==> config.mk <==
export PLATFORM = sky130hd
export DESIGN_NAME = lstm_sequencer
export DESIGN_NICKNAME = d
export VERILOG_FILES = /design/src/rtl/lstm_sequencer.sv
export SDC_FILE = /design/constraint.sdc
export NUM_CORES = 1
export LEC_CHECK = 0
export ABC_AREA = 1
export BUFFER_PORTS_ARGS = -buffer_cell sky130_fd_sc_hd__buf_2
export CELL_PAD_IN_SITES_DETAIL_PLACEMENT = 1
export CELL_PAD_IN_SITES_GLOBAL_PLACEMENT = 2
export CORE_MARGIN = 2
export CORE_UTILIZATION = 31
export DETAILED_ROUTE_END_ITERATION = 10
export PLACE_DENSITY = 0.81
export SLEW_MARGIN = 20
export SYNTH_ARGS = -nofsm -noshare
export SYNTH_HDL_FRONTEND = slang
export SYNTH_SLANG_ARGS = --single-unit
==> constraint.sdc <==
create_clock -name clk -period 1.9 [get_ports clk]
set_input_delay 0.38 -clock clk [delete_from_list [all_inputs] [get_ports clk]]
set_output_delay 0.38 -clock clk [all_outputs]
set_load 0.02 [all_outputs]
==> src/rtl/lstm_sequencer.sv <==
// Upstream sequencer for the single-cell LSTM datapath: buffers x[t] samples,
// launches one cell step at a time, injects h0/C0 on sequence starts and captures results.
module lstm_sequencer #(
    parameter int unsigned WIDTH      = 16,
    parameter int unsigned FIFO_DEPTH = 8,
    parameter int unsigned CNT_W      = 8,
    parameter int unsigned TIMEOUT    = 32
) (
    input  logic             clk,
    input  logic             rst,
    input  logic [WIDTH-1:0] s_x,
    input  logic             s_last,
    input  logic             s_valid,
    output logic             s_ready,
    input  logic [WIDTH-1:0] h0,
    input  logic [WIDTH-1:0] C0,
    input  logic             cell_ready,
    output logic [WIDTH-1:0] cell_x,
    output logic             cell_x_valid,
    output logic [WIDTH-1:0] cell_h,
    output logic             cell_h_valid,
    output logic [WIDTH-1:0] cell_C,
    output logic             cell_C_valid,
    input  logic [WIDTH-1:0] cell_y,
    input  logic [WIDTH-1:0] cell_C_out,
    input  logic             cell_valid,
    output logic [WIDTH-1:0] m_y,
    output logic [WIDTH-1:0] m_C,
    output logic             m_last,
    output logic             m_valid,
    input  logic             m_ready,
    output logic [CNT_W-1:0] step_cnt,
    output logic             busy,
    output logic             err
);

    localparam int unsigned PTR_W = $clog2(FIFO_DEPTH);
    localparam int unsigned LVL_W = PTR_W + 1;
    localparam int unsigned WD_W  = $clog2(TIMEOUT + 1);

    typedef enum logic [1:0] {
        IDLE   = 2'd0,
        LAUNCH = 2'd1,
        WAIT   = 2'd2
    } state_e;

    state_e           state_q, state_d;
    logic [WIDTH:0]   mem_q [FIFO_DEPTH];
    logic [PTR_W-1:0] wr_ptr_q, wr_ptr_d;
    logic [PTR_W-1:0] rd_ptr_q, rd_ptr_d;
    logic [LVL_W-1:0] level_q, level_d;
    logic             first_step_q, first_step_d;
    logic             inflight_last_q, inflight_last_d;
    logic             err_q, err_d;
    logic             m_valid_q, m_valid_d;
    logic             m_last_q, m_last_d;
    logic [WIDTH-1:0] m_y_q, m_y_d;
    logic [WIDTH-1:0] m_c_q, m_c_d;
    logic [CNT_W-1:0] step_cnt_q, step_cnt_d;
    logic [WD_W-1:0]  wd_q, wd_d;
    logic             push;
    logic             launch;
    logic             head_last;

    // Show-ahead FIFO head feeds the cell directly; h/C pass straight through.
    assign s_ready      = level_q < LVL_W'(FIFO_DEPTH);
    assign push         = s_valid && s_ready;
    assign cell_x       = mem_q[rd_ptr_q][WIDTH-1:0];
    assign head_last    = mem_q[rd_ptr_q][WIDTH];
    assign launch       = (state_q == LAUNCH) && cell_ready;
    assign cell_x_valid = launch;
    assign cell_h_valid = launch && first_step_q;
    assign cell_C_valid = launch && first_step_q;
    assign cell_h       = h0;
    assign cell_C       = C0;

    assign m_y      = m_y_q;
    assign m_C      = m_c_q;
    assign m_last   = m_last_q;
    assign m_valid  = m_valid_q;
    assign step_cnt = step_cnt_q;
    assign busy     = state_q != IDLE;
    assign err      = err_q;

    always_ff @(posedge clk) begin
        if (push) begin
            mem_q[wr_ptr_q] <= {s_last, s_x};
        end
    end

    always_comb begin
        state_d         = state_q;
        wr_ptr_d        = wr_ptr_q;
        rd_ptr_d        = rd_ptr_q;
        level_d         = level_q;
        first_step_d    = first_step_q;
        inflight_last_d = inflight_last_q;
        err_d           = err_q;
        m_valid_d       = m_valid_q;
        m_last_d        = m_last_q;
        m_y_d           = m_y_q;
        m_c_d           = m_c_q;
        step_cnt_d      = step_cnt_q;
        wd_d            = wd_q;

        if (push) begin
            wr_ptr_d = wr_ptr_q + PTR_W'(1);
        end
        if (launch) begin
            rd_ptr_d = rd_ptr_q + PTR_W'(1);
        end
        case ({push, launch})
            2'b10:   level_d = level_q + LVL_W'(1);
            2'b01:   level_d = level_q - LVL_W'(1);
            default: level_d = level_q;
        endcase

        if (m_ready) begin
            m_valid_d = 1'b0;
        end

        case (state_q)
            IDLE: begin
                // Launch only with an empty output register: cell_valid cannot be stalled.
                if ((level_q != '0) && !m_valid_q) begin
                    state_d = LAUNCH;
                end
            end
            LAUNCH: begin
                if (cell_ready) begin
                    inflight_last_d = head_last;
                    first_step_d    = 1'b0;
                    // wd_q tracks cycles elapsed since the launch cycle.
                    wd_d            = WD_W'(1);
                    state_d         = WAIT;
                end
            end
            WAIT: begin
                if (cell_valid) begin
                    m_y_d     = cell_y;
                    m_c_d     = cell_C_out;
                    m_last_d  = inflight_last_q;
                    m_valid_d = 1'b1;
                    if (inflight_last_q) begin
                        first_step_d = 1'b1;
                        step_cnt_d   = '0;
                    end else begin
                        step_cnt_d = step_cnt_q + CNT_W'(1);
                    end
                    state_d = IDLE;
                end else if (wd_q == WD_W'(TIMEOUT - 1)) begin
                    err_d        = 1'b1;
                    first_step_d = 1'b1;
                    state_d      = IDLE;
                end else begin
                    wd_d = wd_q + WD_W'(1);
                end
            end
            default: state_d = IDLE;
        endcase
    end

    always_ff @(posedge clk or negedge rst) begin
        if (!rst) begin
            state_q         <= IDLE;
            wr_ptr_q        <= '0;
            rd_ptr_q        <= '0;
            level_q         <= '0;
            first_step_q    <= 1'b1;
            inflight_last_q <= 1'b0;
            err_q           <= 1'b0;
            m_valid_q       <= 1'b0;
            m_last_q        <= 1'b0;
            m_y_q           <= '0;
            m_c_q           <= '0;
            step_cnt_q      <= '0;
            wd_q            <= '0;
        end else begin
            state_q         <= state_d;
            wr_ptr_q        <= wr_ptr_d;
            rd_ptr_q        <= rd_ptr_d;
            level_q         <= level_d;
            first_step_q    <= first_step_d;
            inflight_last_q <= inflight_last_d;
            err_q           <= err_d;
            m_valid_q       <= m_valid_d;
            m_last_q        <= m_last_d;
            m_y_q           <= m_y_d;
            m_c_q           <= m_c_d;
            step_cnt_q      <= step_cnt_d;
            wd_q            <= wd_d;
        end
    end

endmodule

==> impl_metrics.tcl <==
set metrics [dict create \
    status "finished with violations" \
    violations "design-rule violations, negative setup slack" \
    ys_ff_latch 199 \
    synth_most_common_cell "nand2_1" \
    place_hpwl_um 13600 \
    p_leak_uw 0.00430 \
    multi_input_comb_area_um2 2290 \
    vdd.ir_drop.worst_mv 0.745 \
    design_area_um2 10400 \
    num_rows 59 \
    postSynthAreaPerCell_um2 11.0 \
    clock_latency_ns 0.44 \
    ys_seq_area_share_pct 68.4 \
    p_per_area_nw_per_um2 1660 \
    worst_slew_pin_slew_ns 0.472 \
    grt_max_degree 28 \
    placed_cell_area_um2 9330 \
    critPathBufInv 3 \
    period_share_pct 115 \
    io_pins 183 \
    synthTopCellsByArea "edfxtp_1 49%, dfrtp_1 19%, nand2_1 8.8%" \
    p_seq_share_pct 35.2 \
    synthArstFlopShare_pct 31.7 \
    core_um2 26100 \
    slowest_stage "dfrtp_2" \
    syn2layout_area_growth_pct 26.0 \
    clkTransAtPathRegs_ns 0.07 \
    place_inst 1176 \
    die_w_um 167 \
    syn_inst 750 \
    setup_viol 16 \
    viasPerCell 4.73 \
    cts_tree "built" \
    pwr-share-clk_pct 21.4 \
    synth_top_area_cell "edfxtp_1" \
    hold_class "in2reg" \
    synth_warnings 0 \
    dieArea_um2 28000 \
    slew_headroom_pct 68.5 \
    hold_viol 0 \
    cpPeakStageDelay_ns 0.51 \
    end_kind "output pin" \
    fmax_mhz 457 \
    cts_root_buf "clkbuf_16" \
    finalNetCount 968 \
    p_int_uw 10600 \
    grt_pass1_vias 6314 \
    fin_skew_ns 0.0133 \
    yosysTopAreaCellShare_pct 49.4 \
    crit_chain "inv_8, buf_12, nor2_2, o22ai_2, nand2_1, nand2_2, buf_6" \
    grt_usage_pct 15.6 \
    path_class "reg2out" \
    routed_wl_um 21100 \
    pre_cts_slack_ns 0.0807 \
    dr_total_vias 5781 \
    start_util_pct 31.7 \
    drv_cap 0 \
    regArea_um2 5670 \
    crit_arrival_ns 1.81 \
    antenna_found_initial 3 \
    stdcell_count 1222 \
    p_sw_share_pct 38.9 \
    cts_made_buffers 17 \
    first_pass_iters 7 \
    fillers 2883 \
    crit_fanout 11 \
    synth_edf_count 136 \
    whs_ns 0.105 \
    antenna_left 0 \
    die_h_um 167 \
    routabilityCongestion 0.743 \
    avgRoutedWirePerCell_um 17.3 \
    critPathRequiredTime_ns 1.52 \
    cp_top_family "flip-flops" \
    grt.overflow.total 0 \
    rsz0062_at_grt "yes" \
    drt_iter0_markers 266 \
    drc_errors 18 \
    syn_area_um2 8270 \
    io_buffer_count 118 \
    htreeDepth 4 \
    worst_setup_path_start_kind "flip-flop" \
    synth_cell_type_count 31 \
    synthTopCellsByCount "193 x nand2_1, 136 x edfxtp_1, 95 x nor2_1" \
    p_sw_uw 6720 \
    synth_ff_type "edfxtp_1" \
    setup_ws_ns -0.289 \
    layout-drive-gt1-share_pct 29.8 \
    synth_fp_nets 844 \
    fin_crit_ns 2.19 \
    max-clock-path-buffers 2 \
    clock_sinks 199 \
    slew_violations 0 \
    grt_pass1_wl_um 33700 \
    p_comb_share_pct 43.4 \
]
registers in the layout, summed over array words and instances, names as in the netlist:
| signal | count |
|---|---|
| first_step_q | 1 |
| inflight_last_q | 1 |
| m_y | 16 |
| state_q | 2 |
| step_cnt | 8 |
| err | 1 |
| rd_ptr_q | 3 |
| wd_q | 6 |
| level_q | 4 |
| m_C | 16 |
| m_last | 1 |
| mem_q | 136 |
| wr_ptr_q | 3 |
| m_valid | 1 |
stage by stage:
stage,total power (uW),TNS (ns),util (%)
CTS,16700,-3.85,38.8
global placement,12200,0,35.7
floorplan,10000,-18.69,-
detailed placement,12400,0,35.7
global route,18400,-5.14,39.9
finish,17300,-3.62,39.9
worst reg2reg max path, cell delays in order (launching register included):
cell and delay (ns):
dfrtp_2 0.42, inv_4 0.08, nor2_4 0.04, nand2_2 0.09, inv_4 0.04, ha_4 0.16, nand2_2 0.05, inv_1 0.05
nor2_2 0.12, ha_2 0.17, a21oi_1 0.05, or2_4 0.25, a31oi_1 0.15
placed cells by master, fill, tap and decap left out, types with 2 or more instances in the layout:
cell	instances
o22ai_1	30
buf_2	99
inv_1	22
bufinv_16	2
o21ai_0	30
buf_6	20
inv_4	3
edfxtp_1	136
clkbuf_16	18
xnor2_1	4
o21ai_2	7
inv_2	4
nor2_1	73
inv_8	5
clkinvlp_4	2
dfrtp_1	59
nand2_2	10
xor2_1	6
buf_12	17
dfrtp_2	3
diode_2	2
o21ai_1	42
ha_1	5
a21oi_1	5
buf_4	29
nand3_1	16
o21ai_4	2
inv_6	2
nand2_1	186
nor2_4	3
o22ai_2	5
nor2_2	22
cell families after synthesis:
family,Yosys count,share of synthesized area (%)
xor gates and xnor gates,10,1.06
DFF,199,68.4
and+or+nand+nor,315,15.0
AOI/OAI and AO/OA,125,8.36
adders and majority gates,7,1.06
buffers and inverters,94,6.03
power groups by stage:
| stage | clock (uW) | combinational, uW | sequential, uW |
|---|---|---|---|
| CTS | 3800 | 6870 | 6050 |
| global placement | 0 | 6160 | 6070 |
| floorplan | 0 | 3530 | 6500 |
| detailed placement | 0 | 6300 | 6090 |
| finish | 3700 | 7500 | 6070 |
| global route | 3980 | 8220 | 6190 |
layout make-up:
class | instances | area share, %
timing repair buffer | 168 | 12.7
multi-input combinational | 457 | 21.9
clock inverter | 13 | 1.57
tap | 335 | 4.02
clock buffer | 17 | 4.08
sequential | 199 | 54.3
antenna | 2 | 0.0480
inverter | 31 | 1.26
timing repair:
| item | CTS | global route |
|---|---|---|
| pin swaps | 5 | 13 |
| resized for setup | 43 | 84 |
| cloned | 1 | 1 |
| endpoints found under the hold margin | 15 | 0 |
| hold buffers | 1 | 0 |
| setup endpoints to repair | 19 | 20 |
| buffers inserted | 5 | 7 |
routing by layer:
metal	track usage [%]	up-vias	wire, um
met1	17.7	2830	8770
li1	-	2755	-
met2	27.2	161	10400
met4	5.14	2	394
met5	0	-	13
met3	5.98	33	1560
worst paths after layout:
kind / start / to / slack (ns) / depth (start not counted)
setup reg to reg: state_q[0] / level_q[2] / 0.16 / 12
hold reg to reg: m_C[11] / m_C[11] / 0.48 / 2
max in group asynchronous: rst / first_step_q / 0.84 / 3
min in group asynchronous: rst / m_y[7] / 0.43 / 2
setup / recovery: rd_ptr_q[0] / cell_x[5] / -0.29 / 7
hold / removal: m_ready / m_valid / 0.11 / 2
Power figures use the tool's default switching activity.
